==> src/rtl/ide_pkg.sv <==
// rtl/ide_pkg.sv - shared states, default timings and helpers for the IDE PIO sequencer
package ide_pkg;

    typedef enum logic [2:0] {
        IDLE,
        SETUP,
        STROBE,
        ACK,
        HOLD,
        RECOVER
    } ide_state_t;

    localparam int DEF_CNT_W    = 4;
    localparam int DEF_T1_CYC   = 2;
    localparam int DEF_T2_CYC   = 6;
    localparam int DEF_T9_CYC   = 1;
    localparam int DEF_TREC_CYC = 4;

    // A phase of zero cycles cannot be expressed by the down-counter, so it runs as one.
    function automatic int clamp_cyc(input int cyc);
        return (cyc < 1) ? 1 : cyc;
    endfunction

endpackage

==> src/rtl/ide_pio_sequencer_if.sv <==
// rtl/ide_pio_sequencer_if.sv - CPU bus decode inputs and IDE/ROM/DTACK outputs of the sequencer
interface ide_pio_sequencer_if;

    logic       AS_CPU_n;
    logic       RW_n;
    logic [7:0] A_HIGH;
    logic       A12;
    logic       A13;
    logic [7:0] BASE_IDE;
    logic       IDE_CONFIGURED_n;

    logic [1:0] IDE_CS_n;
    logic       IDE_IOR_n;
    logic       IDE_IOW_n;
    logic       ROM_OE_n;
    logic       DTACK_n;
    logic       IDE_ACCESS;
    logic       BUSY;

    modport master (
        output AS_CPU_n, RW_n, A_HIGH, A12, A13, BASE_IDE, IDE_CONFIGURED_n,
        input  IDE_CS_n, IDE_IOR_n, IDE_IOW_n, ROM_OE_n, DTACK_n, IDE_ACCESS, BUSY
    );

    modport slave (
        input  AS_CPU_n, RW_n, A_HIGH, A12, A13, BASE_IDE, IDE_CONFIGURED_n,
        output IDE_CS_n, IDE_IOR_n, IDE_IOW_n, ROM_OE_n, DTACK_n, IDE_ACCESS, BUSY
    );

endinterface

==> src/rtl/ide_phase_timer.sv <==
// rtl/ide_phase_timer.sv - loadable down-counter that times each sequencer phase
module ide_phase_timer #(
    parameter int CNT_W = 4
) (
    input  logic             CLKCPU,
    input  logic             RESET,
    input  logic             load,
    input  logic [CNT_W-1:0] load_val,
    output logic             zero
);

    logic [CNT_W-1:0] count;

    assign zero = (count == '0);

    // Holds at zero until the next phase reloads it.
    always_ff @(posedge CLKCPU) begin
        if (RESET) begin
            count <= '0;
        end else if (load) begin
            count <= load_val;
        end else if (!zero) begin
            count <= count - CNT_W'(1);
        end
    end

endmodule

==> src/rtl/ide_pio_sequencer.sv <==
// rtl/ide_pio_sequencer.sv - ATA PIO phase sequencer with boot-ROM window and DTACK generation
module ide_pio_sequencer
    import ide_pkg::*;
#(
    parameter int T1_CYC   = DEF_T1_CYC,
    parameter int T2_CYC   = DEF_T2_CYC,
    parameter int T9_CYC   = DEF_T9_CYC,
    parameter int TREC_CYC = DEF_TREC_CYC,
    parameter int CNT_W    = DEF_CNT_W
) (
    input  logic                CLKCPU,
    input  logic                RESET,
    ide_pio_sequencer_if.slave  bus
);

    localparam logic [CNT_W-1:0] T1_LD   = CNT_W'(clamp_cyc(T1_CYC) - 1);
    localparam logic [CNT_W-1:0] T2_LD   = CNT_W'(clamp_cyc(T2_CYC) - 1);
    localparam logic [CNT_W-1:0] T9_LD   = CNT_W'(clamp_cyc(T9_CYC) - 1);
    localparam logic [CNT_W-1:0] TREC_LD = CNT_W'(clamp_cyc(TREC_CYC) - 1);

    ide_state_t       state, state_nxt;
    logic             rw_q, rw_nxt;
    logic             rom_q, rom_nxt;
    logic [1:0]       cs_q, cs_nxt;
    logic             ide_en_q, ide_en_nxt;

    logic             tmr_load;
    logic [CNT_W-1:0] tmr_val;
    logic             tmr_zero;

    logic [1:0]       cs_out_q, cs_out_nxt;
    logic             ior_q, ior_nxt;
    logic             iow_q, iow_nxt;
    logic             oe_q, oe_nxt;
    logic             dtack_q, dtack_nxt;
    logic             access_q, access_nxt;
    logic             busy_q, busy_nxt;

    logic             sel;

    assign sel = !bus.IDE_CONFIGURED_n && (bus.A_HIGH == bus.BASE_IDE) && !bus.AS_CPU_n;

    ide_phase_timer #(
        .CNT_W (CNT_W)
    ) u_timer (
        .CLKCPU   (CLKCPU),
        .RESET    (RESET),
        .load     (tmr_load),
        .load_val (tmr_val),
        .zero     (tmr_zero)
    );

    always_ff @(posedge CLKCPU) begin
        if (RESET) begin
            state    <= IDLE;
            rw_q     <= 1'b1;
            rom_q    <= 1'b0;
            cs_q     <= 2'b11;
            ide_en_q <= 1'b0;
            cs_out_q <= 2'b11;
            ior_q    <= 1'b1;
            iow_q    <= 1'b1;
            oe_q     <= 1'b1;
            dtack_q  <= 1'b1;
            access_q <= 1'b0;
            busy_q   <= 1'b0;
        end else begin
            state    <= state_nxt;
            rw_q     <= rw_nxt;
            rom_q    <= rom_nxt;
            cs_q     <= cs_nxt;
            ide_en_q <= ide_en_nxt;
            cs_out_q <= cs_out_nxt;
            ior_q    <= ior_nxt;
            iow_q    <= iow_nxt;
            oe_q     <= oe_nxt;
            dtack_q  <= dtack_nxt;
            access_q <= access_nxt;
            busy_q   <= busy_nxt;
        end
    end

    always_comb begin
        state_nxt  = state;
        rw_nxt     = rw_q;
        rom_nxt    = rom_q;
        cs_nxt     = cs_q;
        ide_en_nxt = ide_en_q;
        tmr_load   = 1'b0;
        tmr_val    = '0;

        case (state)
            IDLE: begin
                if (sel) begin
                    rw_nxt    = bus.RW_n;
                    cs_nxt    = ~{bus.A13, bus.A12};
                    rom_nxt   = bus.RW_n && !ide_en_q;
                    if (!bus.RW_n) begin
                        ide_en_nxt = 1'b1;
                    end
                    tmr_load  = 1'b1;
                    tmr_val   = T1_LD;
                    state_nxt = SETUP;
                end
            end
            SETUP, STROBE: begin
                // The CPU dropping AS before DTACK aborts straight into CS hold.
                if (bus.AS_CPU_n) begin
                    tmr_load  = 1'b1;
                    tmr_val   = T9_LD;
                    state_nxt = HOLD;
                end else if (tmr_zero) begin
                    if (state == SETUP) begin
                        tmr_load  = 1'b1;
                        tmr_val   = T2_LD;
                        state_nxt = STROBE;
                    end else begin
                        state_nxt = ACK;
                    end
                end
            end
            ACK: begin
                if (bus.AS_CPU_n) begin
                    tmr_load  = 1'b1;
                    tmr_val   = T9_LD;
                    state_nxt = HOLD;
                end
            end
            HOLD: begin
                if (tmr_zero) begin
                    tmr_load  = 1'b1;
                    tmr_val   = TREC_LD;
                    state_nxt = RECOVER;
                end
            end
            RECOVER: begin
                if (tmr_zero) begin
                    state_nxt = IDLE;
                end
            end
            default: state_nxt = IDLE;
        endcase
    end

    // Outputs are decoded from the next state so every pin comes straight off a flop.
    always_comb begin
        cs_out_nxt = 2'b11;
        ior_nxt    = 1'b1;
        iow_nxt    = 1'b1;
        oe_nxt     = 1'b1;
        dtack_nxt  = 1'b1;
        access_nxt = 1'b0;
        busy_nxt   = (state_nxt != IDLE);

        if (state_nxt inside {SETUP, STROBE, ACK, HOLD}) begin
            cs_out_nxt = rom_nxt ? 2'b11 : cs_nxt;
            access_nxt = !rom_nxt;
        end

        if (state_nxt inside {STROBE, ACK}) begin
            if (!rw_nxt) begin
                iow_nxt = 1'b0;
            end else if (rom_nxt) begin
                oe_nxt = 1'b0;
            end else begin
                ior_nxt = 1'b0;
            end
        end

        if (state_nxt == ACK) begin
            dtack_nxt = 1'b0;
        end
    end

    assign bus.IDE_CS_n   = cs_out_q;
    assign bus.IDE_IOR_n  = ior_q;
    assign bus.IDE_IOW_n  = iow_q;
    assign bus.ROM_OE_n   = oe_q;
    assign bus.DTACK_n    = dtack_q;
    assign bus.IDE_ACCESS = access_q;
    assign bus.BUSY       = busy_q;

endmodule
==> src/flat_wrapper.sv <==
// flat-port wrapper written by rule: the top's interface ports become plain ports
module ide_pio_sequencer_flat import ide_pkg::*;
#(
    parameter int T1_CYC   = DEF_T1_CYC,
    parameter int T2_CYC   = DEF_T2_CYC,
    parameter int T9_CYC   = DEF_T9_CYC,
    parameter int TREC_CYC = DEF_TREC_CYC,
    parameter int CNT_W    = DEF_CNT_W
)
  (CLKCPU, RESET, bus_AS_CPU_n, bus_RW_n, bus_A_HIGH, bus_A12, bus_A13, bus_BASE_IDE, bus_IDE_CONFIGURED_n, bus_IDE_CS_n, bus_IDE_IOR_n, bus_IDE_IOW_n, bus_ROM_OE_n, bus_DTACK_n, bus_IDE_ACCESS, bus_BUSY);
  ide_pio_sequencer_if bus_i ();
  input  logic CLKCPU;
  input  logic RESET;
  input wire logic [$bits(bus_i.AS_CPU_n)-1:0] bus_AS_CPU_n;
  input wire logic [$bits(bus_i.RW_n)-1:0] bus_RW_n;
  input wire logic [$bits(bus_i.A_HIGH)-1:0] bus_A_HIGH;
  input wire logic [$bits(bus_i.A12)-1:0] bus_A12;
  input wire logic [$bits(bus_i.A13)-1:0] bus_A13;
  input wire logic [$bits(bus_i.BASE_IDE)-1:0] bus_BASE_IDE;
  input wire logic [$bits(bus_i.IDE_CONFIGURED_n)-1:0] bus_IDE_CONFIGURED_n;
  output wire logic [$bits(bus_i.IDE_CS_n)-1:0] bus_IDE_CS_n;
  output wire logic [$bits(bus_i.IDE_IOR_n)-1:0] bus_IDE_IOR_n;
  output wire logic [$bits(bus_i.IDE_IOW_n)-1:0] bus_IDE_IOW_n;
  output wire logic [$bits(bus_i.ROM_OE_n)-1:0] bus_ROM_OE_n;
  output wire logic [$bits(bus_i.DTACK_n)-1:0] bus_DTACK_n;
  output wire logic [$bits(bus_i.IDE_ACCESS)-1:0] bus_IDE_ACCESS;
  output wire logic [$bits(bus_i.BUSY)-1:0] bus_BUSY;
  assign bus_i.AS_CPU_n = bus_AS_CPU_n;
  assign bus_i.RW_n = bus_RW_n;
  assign bus_i.A_HIGH = bus_A_HIGH;
  assign bus_i.A12 = bus_A12;
  assign bus_i.A13 = bus_A13;
  assign bus_i.BASE_IDE = bus_BASE_IDE;
  assign bus_i.IDE_CONFIGURED_n = bus_IDE_CONFIGURED_n;
  assign bus_IDE_CS_n = bus_i.IDE_CS_n;
  assign bus_IDE_IOR_n = bus_i.IDE_IOR_n;
  assign bus_IDE_IOW_n = bus_i.IDE_IOW_n;
  assign bus_ROM_OE_n = bus_i.ROM_OE_n;
  assign bus_DTACK_n = bus_i.DTACK_n;
  assign bus_IDE_ACCESS = bus_i.IDE_ACCESS;
  assign bus_BUSY = bus_i.BUSY;
  ide_pio_sequencer #(.T1_CYC(T1_CYC), .T2_CYC(T2_CYC), .T9_CYC(T9_CYC), .TREC_CYC(TREC_CYC), .CNT_W(CNT_W)) u_core (.CLKCPU(CLKCPU), .RESET(RESET), .bus(bus_i));
endmodule
==> config.mk <==
export PLATFORM = sky130hd
export DESIGN_NAME = ide_pio_sequencer_flat
export DESIGN_NICKNAME = d
export VERILOG_FILES = /design/src/rtl/ide_pkg.sv /design/src/rtl/ide_pio_sequencer_if.sv /design/src/rtl/ide_phase_timer.sv /design/src/rtl/ide_pio_sequencer.sv /design/src/flat_wrapper.sv
export SDC_FILE = /design/constraint.sdc
export NUM_CORES = 1
export LEC_CHECK = 0
export BUFFER_PORTS_ARGS = -buffer_cell sky130_fd_sc_hd__buf_2
export CORE_ASPECT_RATIO = 1.1
export CORE_MARGIN = 2
export CORE_UTILIZATION = 50
export DETAILED_ROUTE_END_ITERATION = 7
export PLACE_DENSITY_LB_ADDON = 0.15
export SETUP_SLACK_MARGIN = 0.02
export SLEW_MARGIN = 20
export SYNTH_ARGS = -nofsm -noshare
export SYNTH_HDL_FRONTEND = slang
export SYNTH_SLANG_ARGS = --single-unit
==> constraint.sdc <==
create_clock -name CLKCPU -period 2.6 [get_ports CLKCPU]
set_clock_uncertainty 0.2 [all_clocks]
set_input_delay 0.52 -clock CLKCPU [delete_from_list [all_inputs] [get_ports CLKCPU]]
set_output_delay 0.52 -clock CLKCPU [all_outputs]
set_load 0.02 [all_outputs]
**After elaboration in Yosys (flattened, before gate mapping)**

Index checks and enable logic that the tools add are counted.

- Input bits: 23
- Flip-flop bits (word level): 20
- Word-level logic and storage cells: 81

- Eq/ne operators: 11
- Reduce and logical (&&, ||, !) cells: 18
- Mux-type cells: 33
- Bitwise gates (word level): 5
- Add/subtract/negate cells: 1

Operator list:

| kind | number |
|---|---|
| 3-bit two-way mux | 7 |
| 1-bit two-way mux | 16 |
| 4-bit two-way mux | 4 |
| 3-bit one-hot mux with 5 select lines | 1 |
| 3-bit by 2-bit equality test with 1-bit output (second input constant) | 4 |
| 4-bit one-hot mux with 3 select lines | 1 |
| 3-bit equality test (second input constant) | 3 |
| 8-bit equality test | 1 |
| 3-bit by 1-bit equality test with 1-bit output (second input constant) | 2 |
| 2-bit two-way mux | 3 |
| 2-bit OR reduction | 3 |
| 3-bit OR reduction | 2 |
| 1-bit logical NOT | 4 |
| 4-bit logical NOT | 1 |
| 1-bit NOT | 4 |
| 1-bit one-hot mux with 4 select lines | 1 |
| 4-bit nonzero test | 1 |
| 4-bit by 1-bit subtractor with 4-bit output (second input constant) | 1 |
| 1-bit logical AND | 3 |
| 3-bit logical NOT | 1 |
| 3-bit AND reduction | 1 |
| 3-bit nonzero test | 1 |
| 2-bit by 1-bit inequality test with 1-bit output (second input constant) | 1 |
| 2-bit NOT | 1 |
| 2-bit nonzero test | 1 |

**Depth between registers and ports, before layout**

Gate-level depths: netlist of the first run.

- Word-level depth: 9
- Gate-level depth with buffers: 6
- Mapped depth without buffers: 6

**By module**

A second synthesis of the first run with hierarchy kept.

- Cell total of the unflattened synthesis: 116
- Area, all modules: 1039.7 µm²

By module, submodules not included:

| module | seq. area each (µm²) | times used | cells each | area an instance (µm²) |
|---|---|---|---|---|
| ide_pio_sequencer | 320.3 | 1 | 92 | 810.8 |
| ide_phase_timer | 80.1 | 1 | 24 | 229.0 |

**Least setup slack after synthesis of the first run**

Ideal clock, no wire load.

- Path type: input to register
- From: in bus_AS_CPU_n
- To: reg u_core.iow_q (netlist: u_core.bus.IDE_IOW_n)
- Setup slack: 0.574 ns
- Data required time: 2.260 ns
- Setup time: 0.140 ns
- Arrival: 1.686 ns
- Cell stages on the path: 5
- Buffers on the path: 1
- Cells stage by stage: or2_4 or4_4 buf_6 o31ai_1 nand3_1

- Word-level cells in the longest chain between the ends: 8
- Elaborated cells between the ends (all ways): 14
- Those cells by class: eq/ne (2); mux (7); bitwise (1); reduce/logical (4)

RTL lines:

| element | line | source |
|---|---|---|
| start: declaration | flat_wrapper.sv:14 | `input wire logic [$bits(bus_i.AS_CPU_n)-1:0] bus_AS_CPU_n;` |
| 1-bit logical NOT | ide_pio_sequencer.sv:41 | `assign sel = !bus.IDE_CONFIGURED_n && (bus.A_HIGH == bus.BASE_IDE) && !bus.AS_CPU_n;` |
| 1-bit logical AND | ide_pio_sequencer.sv:41 |  |
| 3-bit two-way mux | ide_pio_sequencer.sv:94 | `if (sel) begin` |
| 3-bit one-hot mux with 5 select lines | ide_pio_sequencer.sv:92 | `case (state)` |
| 3-bit by 2-bit equality test with 1-bit output | ide_pio_sequencer.sv:160 | `if (state_nxt inside {STROBE, ACK}) begin` |
| 2-bit nonzero test | ide_pio_sequencer.sv:160 |  |
| 1-bit NOT (no line) | -- |  |
| 2-bit OR reduction (no line) | -- |  |
| end signal: assignment | ide_pio_sequencer.sv:75 | `iow_q <= iow_nxt;` |
| end: declaration | ide_pio_sequencer.sv:33 | `logic iow_q, iow_nxt;` |

Several ways; a longest one is shown, not always the timed one.
A chain may end at the register's enable or synchronous reset.

**Final worst setup path of the first run**

- From: reg u_core.u_timer.count[0]
- To: reg u_core.access_q (netlist: u_core.bus.IDE_ACCESS)

- Word-level cells in the longest chain between the ends: 8
- Elaborated cells between the ends (all ways): 13
- Those cells by class: eq/ne (4); mux (5); bitwise (1); reduce/logical (3)

RTL lines:

| element | line | source |
|---|---|---|
| start: declaration | ide_phase_timer.sv:12 | `logic [CNT_W-1:0] count;` |
| start signal: assignment | ide_phase_timer.sv:21 | `count <= load_val;` |
| start signal: assignment | ide_phase_timer.sv:23 | `count <= count - CNT_W'(1);` |
| 4-bit logical NOT * | ide_phase_timer.sv:14 | `assign zero = (count == '0);` |
| 3-bit two-way mux | ide_pio_sequencer.sv:112 | `end else if (tmr_zero) begin` |
| 3-bit two-way mux | ide_pio_sequencer.sv:108 | `if (bus.AS_CPU_n) begin` |
| 3-bit one-hot mux with 5 select lines * | ide_pio_sequencer.sv:92 |  |
| 3-bit by 1-bit equality test with 1-bit output (tied with other cells) | ide_pio_sequencer.sv:155 | `if (state_nxt inside {SETUP, STROBE, ACK, HOLD}) begin` |
| 4-bit nonzero test * | ide_pio_sequencer.sv:155 |  |
| 1-bit NOT (no line) * | -- |  |
| 2-bit OR reduction (no line) * | -- |  |
| end signal: assignment | ide_pio_sequencer.sv:78 | `access_q <= access_nxt;` |
| end: declaration | ide_pio_sequencer.sv:36 | `logic access_q, access_nxt;` |

Mark *: on every way between the ends. The rest lies on a longest branch, timed or not.

==> results of run 1 <==
-- per-layer routing --
metal	global-route usage	wire length [um]
met4	0.0856	34
met5	0	0
met3	0.0448	132
met2	0.353	1230
met1	0.277	1090
-- synthesized netlist by cell type (all sizes together) --
cell / instances
dfxtp: 20
xnor2: 10
a21oi: 8
nor4: 8
nand2: 6
clkbuf: 5
inv: 5
nand4: 5
o21ai: 5
nand3: 4
nor2: 3
nor2b: 3
o31ai: 3
a211o: 2
a211oi: 2
a31oi: 2
and4: 2
mux2i: 2
nand2b: 2
nor3: 2
o21a: 2
o311ai: 2
or4: 2
a21bo: 1
a21o: 1
a22oi: 1
a2bb2oi: 1
buf: 1
ha: 1
nor3b: 1
nor4b: 1
o21ba: 1
o311a: 1
or2: 1
or3: 1
or3b: 1
xor2: 1
-- cells by family after synthesis --
family | count (synthesis) | synth area share
AOI/OAI and AO/OA | 32 | 0.213
xor gates and xnor gates | 11 | 0.0907
adders and majority gates | 1 | 0.0118
buffers and inverters | 11 | 0.0459
DFF | 20 | 0.377
muxes | 2 | 0.0188
and+or+nand+nor | 42 | 0.243
-- cell type report --
| class | count | share of cell area |
|---|---|---|
| Multi-Input combinational cell | 88 | 0.480 |
| Clock inverter | 1 | 0.0235 |
| Sequential cell | 20 | 0.313 |
| Clock buffer | 3 | 0.0176 |
| Inverter | 5 | 0.0147 |
| Tap cell | 28 | 0.0274 |
| Timing Repair Buffer | 31 | 0.123 |
-- stage by stage --
| stage | power, W | std cells | util | cell area (um^2) | hold WS [ns] |
|---|---|---|---|---|---|
| final | 0.000899 | 176 | 0.639 | 1280 | 0.242 |
| after global routing | 0.000945 | 176 | 0.639 | 1280 | 0.264 |
| after CTS | 0.000897 | 176 | 0.639 | 1280 | 0.239 |
| after detailed placement | 0.000652 | 172 | 0.613 | 1220 | 0.211 |
| after global placement | 0.000643 | 172 | 0.613 | 1220 | 0.216 |
| after floorplan | 0.000565 | 119 | - | 1060 | 0.184 |
-- critical path, cell delays in order (launching register included) --
cell and delay, ns:
dfxtp_1 0.32, inv_1 0.08, ha_1 0.24, or3b_2 0.54, o311ai_2 0.35, a21oi_1 0.12
o21a_1 0.20
-- registers in the layout, indices dropped and copies added, names as in the netlist, 2 cells and up --
name,cells
u_core.u_timer.count,4
u_core.state,3
u_core.cs_q,2
u_core.bus.IDE_CS_n,2
-- where the power goes --
group | total, W | internal [W] | switching [W]
clock | 0.000251 | 0.000156 | 0.0000952
sequential | 0.000349 | 0.000329 | 0.0000202
combinational | 0.000299 | 0.000139 | 0.000160
total | 0.000899 | 0.000624 | 0.000275
-- worst max path at each step --
stage | slack, ns | from | end
2_1_floorplan | 0.57 | bus_AS_CPU_n | u_core.bus.IDE_IOW_n
3_3_place_gp | 0.36 | bus_AS_CPU_n | u_core.u_timer.count[1]
6_report | 0.46 | u_core.u_timer.count[0] | u_core.bus.IDE_ACCESS
4_1_cts | 0.46 | u_core.state[2] | u_core.cs_q[0]
5_1_grt | 0.36 | u_core.u_timer.count[0] | u_core.bus.IDE_ACCESS
3_5_place_dp | 0.27 | bus_AS_CPU_n | u_core.cs_q[0]
==> results.cfg, run 1 <==
[timing]
finalHoldViolCount = 0
fin_crit_sh = 0.824
setup_viol = 0
grt_setup_unrepaired = false
clock.fmax_mhz = 467
finalWorstSetupSlack_ns = 0.457
max-slew-margin-rel = 0.593
tns_ns = 0
fin_crit_ns = 2.14
tightest_slew_ns = 0.606
maxSlewViolCount = 0

[clock_tree]
ctsResizeCount = 0
clockBufferDepth = 2
htree_levels = 1
clkLatencyLatePin_ns = 0.30
path_clk_slew_ns = 0.11
cts_sinks = 20
cts_root_buffer = clkbuf_4
cts_tree = done
numCtsBuffers = 3
hold_buffers = 0
cts_setup_buffers = 0

[floorplan]
die_x_um = 47.9
io_pins = 31
die_h_um = 52.3
start_util = 0.531
core_um2 = 2000
num_rows = 17
dieArea_um2 = 2510

[routing]
drc = 0
antenna_left = 0
wire_per_inst_um = 14.1
firstDrtPassIters = 4
vias = 1028
drt_iter0_drc = 22
vias_per_cell = 5.84
wl_mm = 2.49

[global_route]
grt_pass1_vias = 949
track_usage = 0.219
grt_pass1_wl_mm = 3.93
grt_overflow_total = 0
antenna_found_initial = 0
grt_max_degree = 13

[synth]
synth_nets = 143
netlist_instances = 119
yosys.area.top_type = dfxtp_1
synth_area_leaders = dfxtp_1, xnor2_1, nor4_1
yosysWarnings = 0
avgSynthCellArea_um2 = 8.93
yosysUniqueCellTypes = 40
synth_seq_area_share = 0.377
synth_area_um2 = 1060
synth_top_area_frac = 0.377
synth-seq-cells = 20

[critical_path]
r2r-end = u_core.bus.IDE_ACCESS
crit_arrival_ns = 2.15
critPathLaunchType = flip-flop
end_kind = flip-flop
critPathKind = flip-flop to flip-flop
reg2reg_depth = 6
crit_fanout = 5
r2r_slack_ns = 0.46
reg2reg_from = u_core.u_timer.count[0]
cp_data_required_time_ns = 2.60

[min_path]
holdPathEnd = u_core.bus.ROM_OE_n
holdPathStages = 1
hp-class = flip-flop to flip-flop
hp-start = u_core.rw_q

[cells_and_area]
n_antenna_cell = 0
final_cell_mix = buf_2, dfxtp_1, xnor2_1
area_delta_synth_final_pct = 20.3
fillers = 184
multi_input_area_um2 = 613
drive_above_1_share = 0.284
seq_area_um2 = 400
final_common_cell = buf_2
fin_nets = 173

[place]
dp_slack_ns = 0.268
gp_congestion = 0.852
dp_hpwl_mm = 1.90
io_buffers = 30

[pwr]
p_per_area_nw_per_um2 = 704
leakage_nw = 0.480
ir_drop_uv = 584

[status]
status = complete, no violations

[job]
cap_violations = 0
Power figures use the tool's default switching activity.
==> run 2, diff against run 1 <==
==> constraint.sdc (replaced) <==
create_clock -name CLKCPU -period 2.2 [get_ports CLKCPU]
set_clock_uncertainty 0.2 [all_clocks]
set_input_delay 0.44 -clock CLKCPU [delete_from_list [all_inputs] [get_ports CLKCPU]]
set_output_delay 0.44 -clock CLKCPU [all_outputs]
set_load 0.02 [all_outputs]
==> results.cfg, run 2 (same netlist as run 1, synthesis figures left out) <==
[timing]
tns_ns = 0
maxSlewViolCount = 0
finalHoldViolCount = 0
tightest_slew_ns = 0.431
max-slew-margin-rel = 0.708
clock.fmax_mhz = 479
fin_crit_ns = 2.09
fin_crit_sh = 0.950
grt_setup_unrepaired = false
setup_viol = 0

[cells_and_area]
fin_area_um2 = 1340
drive_above_1_share = 0.321
post-route-util = 0.669
final_cell_mix = buf_2, dfxtp_1, xnor2_1
top_register = u_core.u_timer.count
fin_nets = 181
area_delta_synth_final_pct = 25.9
n_antenna_cell = 0
reg_top3 = u_core.u_timer.count: 4 flops, u_core.state: 3 flops
final_common_cell = buf_2
fillers = 190
largest_reg_flops = 4

[global_route]
grt_max_degree = 13
track_usage = 0.224
antenna_found_initial = 0
grt_pass1_vias = 971
grt_pass1_wl_mm = 4.04
grt_overflow_total = 0

[routing]
firstDrtPassIters = 4
wl_mm = 2.46
vias_per_cell = 5.76
antenna_left = 0
vias = 1059
wire_per_inst_um = 13.4
drt_iter0_drc = 39
drc = 0

[floorplan]
core_um2 = 2000
dieArea_um2 = 2510
die_h_um = 52.3
start_util = 0.531
num_rows = 17
die_x_um = 47.9
io_pins = 31

[critical_path]
cp_data_required_time_ns = 2.19
critPathKind = flip-flop to flip-flop
reg2reg_depth = 4
crit_arrival_ns = 2.07
critPathLaunchType = flip-flop
crit_fanout = 11
end_kind = flip-flop

[clock_tree]
cts_sinks = 20
path_clk_slew_ns = 0.12
cts_tree = done
cts_root_buffer = clkbuf_4
ctsResizeCount = 0
numCtsBuffers = 3
clkLatencyLatePin_ns = 0.30
clockBufferDepth = 2
cts_setup_buffers = 0
hold_buffers = 0
htree_levels = 1

[place]
placed_cell_area_um2 = 1280
io_buffers = 30
dp_hpwl_mm = 1.91
gp_congestion = 0.874

[min_path]
hp-class = input port to flip-flop
holdPathStages = 2

[pwr]
p_per_area_nw_per_um2 = 806
ir_drop_uv = 416
leakage_nw = 0.518

[status]
status = complete, no violations

[job]
cap_violations = 0
==> run 2: cell types whose count changed in the layout (fill, tap and decap cells not counted) <==
cell   change
buf_4      +8
==> run 2: worst paths after layout <==
check,start,to,slack (ns)
worst max-delay path,u_core.state[2],u_core.u_timer.count[1],0.11
worst min-delay path,RESET,u_core.rom_q,0.25
worst max register to register,u_core.state[2],u_core.u_timer.count[1],0.11
worst min register to register,u_core.rw_q,u_core.bus.ROM_OE_n,0.25
==> run 2: cell type report <==
type	count	area, um^2	share of cell area
Clock buffer	3	22.5	0.0168
Clock inverter	1	30.0	0.0225
Inverter	5	18.8	0.0140
Multi-Input combinational cell	88	613	0.458
Sequential cell	20	400	0.299
Tap cell	28	35.0	0.0262
Timing Repair Buffer	39	218	0.163
==> run 2: worst max-delay path: stages, from the launching register on <==
cell and delay, ns:
dfxtp_1 0.37, or2_4 0.27, or4_4 0.50, o311ai_1 0.47, o21ai_0 0.16
==> run 2: per-stage QoR <==
stage	total power, W	hold slack [ns]	worst slack, ns	instances
global route	0.00114	0.257	0.0571	184
finish	0.00108	0.248	0.111	184
floorplan	0.000668	0.184	0.245	119
detailed placement	0.000787	0.230	-0.0359	180
global placement	0.000776	0.217	0.0546	180
CTS	0.00108	0.238	0.131	184
==> run 2: layer usage <==
layer	wire, um	track usage	part of all wire
met1	1080	0.275	0.44
met2	1210	0.380	0.49
met3	157	0.0483	0.064
met4	14	0.0631	0.0057
met5	0	0	0
==> run 2: power breakdown <==
| group | internal, W | switching [W] |
|---|---|---|
| clock network | 0.000184 | 0.000116 |
| registers | 0.000389 | 0.0000246 |
| logic | 0.000179 | 0.000185 |
